`src/rtl/pw_trigger_monitor.sv`:
```
// Purpose: measures match-to-trigger delay and trigger pulse width, with sticky error flags and an event counter.
// Latency: O_valid and the measurements update on the edge that samples I_trigger falling; all outputs are registered.
// Backpressure: a finished result is held in DONE until I_ack; match/trigger activity is ignored until then.
module pw_trigger_monitor #(
    parameter int pDELAY_WIDTH = 20,
    parameter int pWIDTH_WIDTH = 17,
    parameter int pCOUNT_WIDTH = 16
) (
    input  logic                    trigger_clk,
    input  logic                    reset_i,
    input  logic                    I_match,
    input  logic                    I_trigger,
    input  logic [pDELAY_WIDTH-1:0] I_timeout,
    input  logic                    I_ack,
    input  logic                    I_clear,
    output logic [pDELAY_WIDTH-1:0] O_measured_delay,
    output logic [pWIDTH_WIDTH-1:0] O_measured_width,
    output logic                    O_valid,
    output logic                    O_timeout,
    output logic                    O_orphan,
    output logic                    O_saturated,
    output logic [pCOUNT_WIDTH-1:0] O_trig_count
);

    typedef enum logic [1:0] {
        ST_IDLE = 2'd0,
        ST_WAIT = 2'd1,
        ST_HIGH = 2'd2,
        ST_DONE = 2'd3
    } state_t;

    state_t                  state_q, state_d;
    logic                    match_prev_q;
    logic                    match_armed_q;
    logic                    trig_prev_q;
    logic [pDELAY_WIDTH-1:0] delay_cnt_q, delay_cnt_d;
    logic [pWIDTH_WIDTH-1:0] width_cnt_q, width_cnt_d;

    logic [pDELAY_WIDTH-1:0] meas_delay_d;
    logic [pWIDTH_WIDTH-1:0] meas_width_d;
    logic                    valid_d;
    logic                    timeout_d;
    logic                    orphan_d;
    logic                    saturated_d;
    logic [pCOUNT_WIDTH-1:0] trig_count_d;

    logic                    match_edge;
    logic                    trig_rise;
    logic                    timeout_hit;

    // A match edge needs a low sample since reset, so a level held through reset is not an edge.
    assign match_edge  = I_match && !match_prev_q && match_armed_q;
    assign trig_rise   = I_trigger && !trig_prev_q;
    assign timeout_hit = (I_timeout != '0) && (delay_cnt_q == (I_timeout - pDELAY_WIDTH'(1)));

    // Next-state and next-output logic; I_clear is applied last so it overrides every transition.
    always_comb begin
        state_d      = state_q;
        delay_cnt_d  = delay_cnt_q;
        width_cnt_d  = width_cnt_q;
        meas_delay_d = O_measured_delay;
        meas_width_d = O_measured_width;
        valid_d      = O_valid;
        timeout_d    = O_timeout;
        orphan_d     = O_orphan;
        saturated_d  = O_saturated;
        trig_count_d = O_trig_count;

        case (state_q)
            ST_IDLE: begin
                if (match_edge) begin
                    state_d     = ST_WAIT;
                    delay_cnt_d = '0;
                end else if (trig_rise) begin
                    orphan_d = 1'b1;
                end
            end
            ST_WAIT: begin
                if (I_trigger) begin
                    state_d      = ST_HIGH;
                    meas_delay_d = delay_cnt_q;
                    width_cnt_d  = pWIDTH_WIDTH'(1);
                end else if (timeout_hit) begin
                    state_d   = ST_IDLE;
                    timeout_d = 1'b1;
                end else if (&delay_cnt_q) begin
                    saturated_d = 1'b1;
                end else begin
                    delay_cnt_d = delay_cnt_q + pDELAY_WIDTH'(1);
                end
            end
            ST_HIGH: begin
                if (I_trigger) begin
                    if (&width_cnt_q) begin
                        saturated_d = 1'b1;
                    end else begin
                        width_cnt_d = width_cnt_q + pWIDTH_WIDTH'(1);
                    end
                end else begin
                    state_d      = ST_DONE;
                    meas_width_d = width_cnt_q;
                    valid_d      = 1'b1;
                    if (!(&O_trig_count)) begin
                        trig_count_d = O_trig_count + pCOUNT_WIDTH'(1);
                    end
                end
            end
            ST_DONE: begin
                if (I_ack) begin
                    state_d = ST_IDLE;
                    valid_d = 1'b0;
                end
            end
            default: state_d = ST_IDLE;
        endcase

        if (I_clear) begin
            state_d      = ST_IDLE;
            valid_d      = 1'b0;
            timeout_d    = 1'b0;
            orphan_d     = 1'b0;
            saturated_d  = 1'b0;
            trig_count_d = '0;
        end
    end

    // State, counters, edge detectors and registered outputs.
    always_ff @(posedge trigger_clk or posedge reset_i) begin
        if (reset_i) begin
            state_q          <= ST_IDLE;
            match_prev_q     <= 1'b0;
            match_armed_q    <= 1'b0;
            trig_prev_q      <= 1'b0;
            delay_cnt_q      <= '0;
            width_cnt_q      <= '0;
            O_measured_delay <= '0;
            O_measured_width <= '0;
            O_valid          <= 1'b0;
            O_timeout        <= 1'b0;
            O_orphan         <= 1'b0;
            O_saturated      <= 1'b0;
            O_trig_count     <= '0;
        end else begin
            state_q          <= state_d;
            match_prev_q     <= I_match;
            match_armed_q    <= match_armed_q | ~I_match;
            trig_prev_q      <= I_trigger;
            delay_cnt_q      <= delay_cnt_d;
            width_cnt_q      <= width_cnt_d;
            O_measured_delay <= meas_delay_d;
            O_measured_width <= meas_width_d;
            O_valid          <= valid_d;
            O_timeout        <= timeout_d;
            O_orphan         <= orphan_d;
            O_saturated      <= saturated_d;
            O_trig_count     <= trig_count_d;
        end
    end

endmodule

```
`config.mk`:
```
export PLATFORM = sky130hd
export DESIGN_NAME = pw_trigger_monitor
export DESIGN_NICKNAME = d
export VERILOG_FILES = /design/src/rtl/pw_trigger_monitor.sv
export SDC_FILE = /design/constraint.sdc
export NUM_CORES = 1
export LEC_CHECK = 0
export CAP_MARGIN = 20
export CORE_ASPECT_RATIO = 1.75
export CORE_MARGIN = 5
export CORE_UTILIZATION = 54
export CTS_BUF_LIST = sky130_fd_sc_hd__clkbuf_16
export CTS_CLUSTER_SIZE = 10
export DETAILED_ROUTE_END_ITERATION = 12
export PLACE_DENSITY = 0.88
export SETUP_SLACK_MARGIN = 0.3
export SLEW_MARGIN = 20
export SYNTH_ARGS = -nofsm -noshare
export SYNTH_HDL_FRONTEND = slang
export SYNTH_SLANG_ARGS = --single-unit
export TNS_END_PERCENT = 100
```
`constraint.sdc`:
```
create_clock -name trigger_clk -period 3.8 [get_ports trigger_clk]
set_input_delay 0.76 -clock trigger_clk [delete_from_list [all_inputs] [get_ports trigger_clk]]
set_output_delay 0.76 -clock trigger_clk [all_outputs]
set_load 0.01 [all_outputs]
```
; After elaboration in Yosys (flattened, before gate mapping)
; Index checks and enable logic that the tools add are counted.
[word_totals]
ff_bits = 99
output_inout_bits = 57
word_cells = 112
[classes]
add_sub_neg = 4
eq_ne = 23
mux = 39
bitwise_logic = 3
n_reduce_logical = 30
[ops]
columns = operator, n
row1 = $mux 20, 4
row2 = $mux 16, 4
row3 = $mux 17, 3
row4 = $pmux 20 s2, 1
row5 = $pmux 17 s2, 1
row6 = $ne 3x3->1 const B, 8
row7 = $add 20x1->20 const B, 1
row8 = $eq 20x20->1, 1
row9 = $reduce_and 20->1, 1
row10 = $reduce_bool 20->1, 1
row11 = $sub 20x1->20 const B, 1
row12 = $ne 2x2->1 const B, 9
row13 = $add 17x1->17 const B, 1
row14 = $mux 1, 17
row15 = $reduce_and 17->1, 1
row16 = $add 16x1->16 const B, 1
row17 = $reduce_and 16->1, 1
row18 = $reduce_bool 2->1, 7
row19 = $mux 2, 6
row20 = $reduce_and 3->1, 4
row21 = $pmux 2 s4, 1
row22 = $reduce_and 4->1, 2
row23 = $reduce_and 6->1, 1
row24 = $reduce_bool 3->1, 2
row25 = other kinds (12), 20

; Logic depth before layout (Yosys ltp)
; Gate-level depths: netlist of run 1.
[logic_depth]
word_depth = 7
mapped_depth = 13
mapped_depth_nobuf = 12

; Least setup slack after synthesis of run 1
; No wires, ideal clock.
[synth_timing]
path_kind = in2reg
start = in I_timeout[4]
end = reg delay_cnt_q[5]
arrival_ns = 3.239
required_ns = 3.722
slack_ns = 0.483
stages = 10
path_cell_list = clkbuf_1 or4_1 or4_4 nor3_2 or3_1 a21oi_1 o211a_1 buf_2 or4_1 a21oi_1
[synth_via]
elab_chain_cells = 5
[synth_rtl]
columns = item, line_no
row1 = "start, declared", 13  ; input logic [pDELAY_WIDTH-1:0] I_timeout,
row2 = $sub 20x1->20, 54  ; assign timeout_hit = (I_timeout != '0) && (delay_cnt_q == (I_timeout - pDELAY_WIDTH'(1)));
row3 = $eq 20x20->1, 54
row4 = $logic_and 1x1->1 *, 54
row5 = $ne 2x2->1 (no source line) *, --
row6 = $reduce_and 5->1 (no source line) *, --
row7 = "end signal, assigned", 148  ; delay_cnt_q <= delay_cnt_d;
row8 = "end, declared", 36  ; logic [pDELAY_WIDTH-1:0] delay_cnt_q, delay_cnt_d;
; Mark *: on every way between the ends. The rest lies on a longest branch, timed or not.
; A chain may end at the register's enable or synchronous reset.

; Final worst setup path of run 1
[layout_timing]
start = in I_timeout[13]
end = reg delay_cnt_q[6]
; The elaborated chain is that of the path after synthesis.

==> results of run 1 <==
## cells in the mapped netlist (2+ instances only)
library cell and count:
dfrtp_1 99, nand2_1 96, nor2_1 46, xor2_1 34, clkbuf_1 24, a21oi_1 23
o21ai_0 20, or3_1 20, nand4_1 19, nand3_1 18, xnor2_1 18, mux2_2 17
nor3_1 15, and3_1 9, nor2b_1 9, nor4_1 8, o211ai_1 8, and2_1 7
inv_1 7, o31ai_1 7, ha_1 6, and4_1 5, mux2i_1 5, or4_1 5
buf_2 4, nand2b_1 4, nand3b_1 3, a211oi_1 2, nor3b_1 2, nor4b_1 2
or2_2 2
## repair_timing
action	4_1_cts	5_1_grt
endpoints found under the setup margin	2	20
cloned	0	1
setup buffers	0	6
pin swaps	0	9
gates resized for setup	3	24
hold buffers	0	0
## report_power, final
| part | internal (mW) | switching, mW |
|---|---|---|
| Combinational | 0.120 | 0.140 |
| Sequential | 1.09 | 0.0402 |
| Clock | 0.448 | 0.402 |
## layout make-up
type,instances,area [µm²],share of cell area (%)
multi-input combinational,428,2680,39.8
timing repair buffer,115,1130,16.7
clock buffer,9,225,3.34
inverter,7,27.5,0.408
sequential,99,2480,36.8
clock inverter,6,48.8,0.724
tap,122,153,2.27
## per-stage QoR
stage	TNS, ns	setup WS, ns	std cells	utilization [%]
global route	0	0.330	786	71.2
finish	0	0.414	786	71.2
CTS	0	0.309	779	69.5
floorplan	0	0.450	562	-
global placement	0	0.0546	764	66.4
detailed placement	-0.113	-0.0549	764	66.4
## worst min path at each step
stage                           end  cells past startpoint  slack [ns]
2_1_floorplan         match_armed_q                      1        0.44
3_3_place_gp          match_armed_q                      1        0.45
3_5_place_dp          match_armed_q                      1        0.46
4_1_cts               match_armed_q                      1        0.48
5_1_grt        O_measured_delay[13]                      2        0.50
6_report              match_armed_q                      1        0.47
## layer usage
metal | track usage [%] | vias to the layer above | routed length, µm
met2 | 43.0 | 186 | 7520
met5 | 0 | - | 0
met4 | 11.5 | 0 | 567
li1 | - | 2158 | -
met3 | 4.64 | 44 | 687
met1 | 25.8 | 2244 | 5060
## worst max-delay path, cell delays in order
cell             delay [ns]
clkdlybuf4s50_1        0.53
or3_1                  0.47
or2_2                  0.35
o21ai_0                0.25
nand4_1                0.14
nor4bb_2               0.31
o211a_1                0.25
clkbuf_16              0.18
buf_4                  0.18
o211ai_1               0.12
o31ai_1                0.09
## kinds of logic after synthesis
logic type	Yosys count	share of synthesized area [%]
and+or+nand+nor	277	26.7
adders and majority gates	6	1.44
muxes	22	4.63
buffers and inverters	35	2.62
xor gates and xnor gates	52	8.73
DFF	99	47.5
AOI/OAI and AO/OA	71	8.37
## registers in the layout, summed over array words and instances, names as in the netlist, 2 cells and up
| register | cells |
|---|---|
| O_measured_delay | 20 |
| delay_cnt_q | 20 |
| O_measured_width | 17 |
| width_cnt_q | 17 |
| O_trig_count | 16 |
| state_q | 2 |
==> out/metrics.csv, run 1 <==
metric,value,unit
CTS tree,done,
reg-to-reg endpoint,width_cnt_q[15],
clock root buffer,clkbuf_16,
Final Skew,0.00816,ns
placed inst area,6290,µm²
Post-synth ARST share,100,%
final hold slack,0.474,ns
"Avg Cell Area, Syn",9.28,µm²
clock sinks,99,
Layout Nets,692,
full die area,11800,µm²
post-synthesis register bit count,99,
pin count of the biggest net entering global routing,42,
Critical Path Sink Type,register,
Top-Level Pins,83,
RSZ-0062 raised after global routing,no,
CP Launch Type,input pin,
first-pass GRT wire length,22.8,mm
# DRC,0,
First-pass DRT Iterations,5,
Post-Syn Area,5220,µm²
most frequent cells in the layout,"dfrtp_1, nand2_1, clkdlybuf4s50_1",
Port Buf Inserts,82,
Synth Flop Type,dfrtp_1,
WS Path Type,input pin to register,
outcome,finished clean,
fin crit share,89.1,%
top-area cell type share of the netlist area,47.5,%
FF-to-FF path depth,12,
Overall Power,2.24,mW
total CTS buffers,9,
Avg Vias per Cell,5.89,
layout cell share with drive strength beyond 1,13.0,%
core area,9470,µm²
Critical path origin,I_timeout[13],
"EDFF count, synth",0,
"commonest non-fill, non-tap cell in the layout",dfrtp_1,
r2r startpoint,width_cnt_q[2],
Synth area leaders,"dfrtp_1, nand2_1, xor2_1",
Rel. slew slack,45.6,%
peak supply drop,0.000300,V
vias after detailed routing,4632,
Post-Syn Nets,594,
Cells after Synth,562,
CTS H-tree depth,3,
reg2reg setup slack,1.18,ns
number of fillers in the final layout,660,
Leakage,3.04,nW
final setup vio count,0,
"Min Clock Period, post-route",3.39,ns
DR iter-0 viols,388,
share of the yosys chip area belonging to registers,47.5,%
Worst-Margin Slew,0.813,ns
Total GRT Usage,23.7,%
Final ANT Viol Nets,0,
grt ovf,0,
CP required,4.04,ns
"Reg clk slew, reported paths",0.07,ns
GP Congestion,0.878,
Crit Path Max Fanout,10,
Synth Warn #,0,
"Arr. time, crit path",3.63,ns
Die W,84.3,µm
Critical Path Sink,delay_cnt_q[6],
Synth area leader,dfrtp_1,
Layout Cell Area excl Fill,6740,µm²
worst hold-check path type,register to register,
Final HPWL DP,9.75,mm
FP Rows,47,
final hold vios,0,
Max Fclk,295,MHz
final slew viol count,0,
Routed WL,13.8,mm
WL per Instance,17.6,µm
Layout area overhead,29.2,%
Die Height,140,µm
initial antenna violation count,0,
max-cap violations,0,
vias in the first global route,4887,
initial core utilization,55.1,%
worst-skew pair later-pin latency,0.34,ns
Power per Cell Area,332,nW/µm²
synth unique cells,49,
n_diodes,0,
hold path startpoint,match_armed_q,
Max clock buf depth,2,
Note: power is estimated with default switching activity, not from simulation.
==> run 2, diff against run 1 <==
--- a/config.mk
+++ b/config.mk
@@ -7,10 +7,13 @@
 export LEC_CHECK = 0
 export CAP_MARGIN = 20
+export CELL_PAD_IN_SITES_DETAIL_PLACEMENT = 0
+export CELL_PAD_IN_SITES_GLOBAL_PLACEMENT = 1
 export CORE_ASPECT_RATIO = 1.75
 export CORE_MARGIN = 5
-export CORE_UTILIZATION = 54
+export CORE_UTILIZATION = 41
 export CTS_BUF_LIST = sky130_fd_sc_hd__clkbuf_16
 export CTS_CLUSTER_SIZE = 10
 export DETAILED_ROUTE_END_ITERATION = 12
+export GPL_ROUTABILITY_DRIVEN = 0
 export PLACE_DENSITY = 0.88
 export SETUP_SLACK_MARGIN = 0.3
==> constraint.sdc (replaced) <==
create_clock -name trigger_clk -period 3.8 [get_ports trigger_clk]
set_input_delay 0.76 -clock trigger_clk [delete_from_list [all_inputs] [get_ports trigger_clk]]
set_output_delay 0.76 -clock trigger_clk [all_outputs]
set_load 0.02 [all_outputs]
==> out/metrics.csv, run 2 (synthesized netlist as in run 1, its figures left out) <==
metric,value,unit
"Reg clk slew, reported paths",0.07,ns
FP Rows,54,
Crit Path Max Fanout,13,
Final ANT Viol Nets,0,
Leakage,2.96,nW
Final HPWL DP,10.1,mm
met1 Usage GRT,20.4,%
# DRC,0,
vias in the first global route,4687,
grt ovf,0,
Power per Cell Area,349,nW/µm²
Layout Nets,691,
CP peak stage delay,0.58,ns
Routed WL,13.6,mm
Placement Setup Slack,-0.0263,ns
Critical Path Sink Type,register,
Final Skew,0.00449,ns
CP required,4.06,ns
met3 Use GR,2.55,%
DR iter-0 viols,191,
full die area,15200,µm²
CTS H-tree depth,3,
pin count of the biggest net entering global routing,66,
Die Height,159,µm
fin crit share,90.5,%
Port Buf Inserts,82,
global routing usage on met2,32.9,%
Avg Vias per Cell,5.39,
clock sinks,99,
final hold vios,0,
most frequent cells in the layout,"dfrtp_1, nand2_1, clkdlybuf4s50_1",
RSZ-0062 raised after global routing,no,
first-pass GRT wire length,22.3,mm
First-pass DRT Iterations,4,
"Arr. time, crit path",3.70,ns
worst hold-check path type,register to register,
n_diodes,0,
worst path cell trace,clkdlybuf4s50_1 > or4_4 > or4_4 > nor3_2 > or3_1 > a21oi_1 > o211a_4 > buf_12 > or4_1 > a21oi_1,
Total GRT Usage,18.2,%
max-cap violations,0,
outcome,finished clean,
Die W,95.3,µm
Layout area overhead,30.0,%
core area,12500,µm²
initial core utilization,41.7,%
vias after detailed routing,4488,
final setup vio count,0,
"Worst Setup Slack, final",0.361,ns
CP Launch Type,input pin,
WL per Instance,16.4,µm
busiest grt layer,met2,
peak supply drop,0.000211,V
final slew viol count,0,
WS Path Type,input pin to register,
Top-Level Pins,83,
"commonest non-fill, non-tap cell in the layout",dfrtp_1,
Overall Power,2.36,mW
clock root buffer,clkbuf_16,
Worst-Margin Slew,0.828,ns
worst-skew pair later-pin latency,0.34,ns
CTS tree,done,
Max Fclk,291,MHz
layout cell share with drive strength beyond 1,12.2,%
Max clock buf depth,2,
"Min Clock Period, post-route",3.44,ns
Rel. slew slack,44.7,%
slowest CP cell,or4_4,
initial antenna violation count,0,
Top Registers,"O_measured_delay (20), delay_cnt_q (20)",
total CTS buffers,9,
==> run 2: cell count changes in the layout (fill, tap and decap cells not counted), sizes merged <==
cell and change:
buf -1, bufinv +2, clkinv +2, dlymetal6s2s -10
inv -1, clkinvlp -2, clkdlybuf4s50 +10
==> run 2: worst max-delay path: cells and delay by family <==
family	cells	cell delay, ns
buf+inv	2	0.57
simple gates	5	1.87
compound gates	3	0.50
==> run 2: stage by stage <==
| step | area (µm²) | std cells | TNS [ns] | hold WS [ns] | util [%] |
|---|---|---|---|---|---|
| after floorplan | 5220 | 562 | 0 | 0.435 | - |
| after global placement | 6370 | 813 | 0 | 0.450 | 51.0 |
| after detailed placement | 6370 | 813 | -0.0658 | 0.462 | 51.0 |
| after CTS | 6690 | 829 | 0 | 0.478 | 53.5 |
| after global routing | 6780 | 832 | 0 | 0.510 | 54.3 |
| final | 6780 | 832 | 0 | 0.479 | 54.3 |
==> run 2: power breakdown <==
part	switching [mW]	leakage (nW)	internal, mW
Clock	0.392	0.157	0.576
Sequential	0.0415	1.36	1.09
Combinational	0.149	1.44	0.122
==> run 2: cell type report <==
type | instances | area [µm²]
well taps | 168 | 210
fillers | 1111 | 5720
clock buffers | 9 | 225
inverters | 7 | 28.8
multi-input cells | 428 | 2650
flip-flops and latches | 99 | 2480
clock inverters | 7 | 91.3
repair buffers | 114 | 1100
==> run 2: metal layers <==
layer  vias up  part of all wire [%]
met5         -                     0
met1      2201                    38
met4         0                   2.9
li1       2157                     -
met3        23                   3.8
met2       107                    55
==> run 2: worst paths after layout <==
path / slack (ns) / cells past startpoint / endpoint / from
hold reg to reg: 0.48 / 2 / O_measured_delay[6] / O_measured_delay[6]
setup / recovery: 0.36 / 10 / delay_cnt_q[5] / I_timeout[6]
hold / removal: 0.48 / 2 / O_measured_delay[6] / O_measured_delay[6]
setup reg to reg: 1.15 / 12 / width_cnt_q[15] / width_cnt_q[2]
min in group asynchronous: 0.93 / 2 / O_measured_delay[6] / reset_i
max in group asynchronous: 2.16 / 3 / width_cnt_q[5] / reset_i
==> run 2: repair_timing <==
action | in CTS | in global routing
gates resized for setup | 0 | 15
endpoints found under the setup margin | 0 | 23
hold buffers | 0 | 0
setup buffers | 0 | 1
==> run 3, diff against run 2 <==
Settings changed: CORE_MARGIN 5 to unset.
==> out/metrics.csv, run 3 (synthesized netlist as in run 1, its figures left out) <==
metric,value,unit
"Reg clk slew, reported paths",0.07,ns
vias after detailed routing,4520,
cts-stage hold buffer count,0,
Worst-Margin Slew,0.864,ns
"Worst Setup Slack, final",0.332,ns
pin count of the biggest net entering global routing,55,
Die Height,151,µm
Port Buf Inserts,82,
CTS H-tree depth,3,
"commonest non-fill, non-tap cell in the layout",dfrtp_1,
Leakage,3.03,nW
"Min Clock Period, post-route",3.47,ns
setup TNS,0,ns
core area,12400,µm²
# DRC,0,
Clk pwr share,41.1,%
Rel. slew slack,42.2,%
Max Fclk,288,MHz
final slew viol count,0,
Crit Path Max Fanout,20,
clock root buffer,clkbuf_16,
worst hold-check path type,register to register,
Layout Nets,691,
"Arr. time, crit path",3.74,ns
FP Rows,54,
FF-to-FF path depth,12,
Routed WL,13.6,mm
Final ANT Viol Nets,0,
Placement Setup Slack,-0.106,ns
Total GRT Usage,20.7,%
initial antenna violation count,0,
max-cap violations,0,
Layout Cell Area excl Fill,6830,µm²
total CTS buffers,9,
Net Sw Frac,24.9,%
grt ovf,0,
reg2reg setup slack,1.17,ns
footprint of the multi-input gates,2670,µm²
n_diodes,0,
Final Skew,0.00857,ns
Register Area,2480,µm²
Top Registers,"O_measured_delay (20), delay_cnt_q (20)",
Power per Cell Area,348,nW/µm²
number of fillers in the final layout,1183,
CP required,4.08,ns
Hold Path Depth,1,
sink of the worst hold path,match_armed_q,
WL per Instance,16.3,µm
CTS tree,done,
Avg Vias per Cell,5.43,
Critical Path Sink Type,register,
Die W,87.3,µm
r2r startpoint,width_cnt_q[2],
Max clock buf depth,2,
vias in the first global route,4542,
fin crit share,91.3,%
Final HPWL DP,9.44,mm
full die area,13200,µm²
Internal Pwr Total,1.78,mW
outcome,finished clean,
reg-to-reg endpoint,width_cnt_q[15],
final core utilization,54.9,%
hold path startpoint,match_armed_q,
peak supply drop,0.000254,V
DR iter-0 viols,269,
WS Path Type,input pin to register,
Switching Power,592,µW
first-pass GRT wire length,21.2,mm
final setup vio count,0,
placed inst area,6350,µm²
initial core utilization,41.9,%
layout cell share with drive strength beyond 1,13.0,%
Seq pwr share,47.4,%
CP Launch Type,input pin,
First-pass DRT Iterations,4,
worst-skew pair later-pin latency,0.34,ns
clock sinks,99,
Layout area overhead,31.0,%
RSZ-0062 raised after global routing,no,
Logic pwr share,11.5,%
Top-Level Pins,83,
final hold vios,0,
most frequent cells in the layout,"dfrtp_1, nand2_1, clkdlybuf4s50_1",
==> run 3: what timing repair did <==
action | CTS | global route
endpoints found under the hold margin | 0 | 0
buffers inserted | 0 | 6
gates resized for setup | 2 | 26
endpoints found under the setup margin | 21 | 22
gates cloned | 0 | 1
pin swaps | 0 | 10
==> run 3: per-layer routing <==
layer	vias to the layer above	wire length, µm	GRT usage, %
met4	0	452	10.5
li1	2164	-	-
met2	103	7410	38.3
met1	2223	5170	22.5
met5	-	0	0
met3	30	532	3.11
==> run 3: metrics by stage <==
stage	std cells	hold WS, ns	power, mW
floorplan	562	0.435	1.28
global placement	809	0.451	1.41
detailed placement	809	0.455	1.41
CTS	825	0.470	2.40
global route	832	0.500	2.47
finish	832	0.466	2.37
==> run 3: worst max-delay path, cell delays in order <==
cell	delay (ns)
clkdlybuf4s50_1	0.44
or4_4	0.51
or4_4	0.54
nor3_2	0.12
or3_1	0.12
a21oi_1	0.07
o211a_1	0.26
buf_4	0.16
buf_12	0.14
or4_4	0.49
a21oi_2	0.12
==> run 3: worst max-delay path by stage <==
stage          slack [ns]  cells after the start             endpoint          from
2_1_floorplan        0.45                      1  O_measured_delay[0]       reset_i
3_3_place_gp         0.04                     10       delay_cnt_q[7]  I_timeout[1]
3_5_place_dp        -0.11                     13       delay_cnt_q[1]  I_timeout[1]
4_1_cts              0.32                     10       delay_cnt_q[7]  I_timeout[8]
5_1_grt              0.28                     11       delay_cnt_q[5]  I_timeout[8]
6_report             0.33                     11       delay_cnt_q[5]  I_timeout[8]
==> run 3: area by class of cell <==
class | instances | share of cell area [%]
multi-input cells | 428 | 39.1
flip-flops and latches | 99 | 36.3
repair buffers | 114 | 16.5
clock buffers | 9 | 3.30
well taps | 168 | 3.08
clock inverters | 7 | 1.36
inverters | 7 | 0.421
==> run 3: power by group through the flow <==
stage,Combinational [mW],Sequential [mW],Clock (mW)
floorplan,0.129,1.15,0
global placement,0.262,1.15,0
detailed placement,0.270,1.14,0
CTS,0.272,1.12,1.00
global route,0.301,1.13,1.04
finish,0.273,1.12,0.977
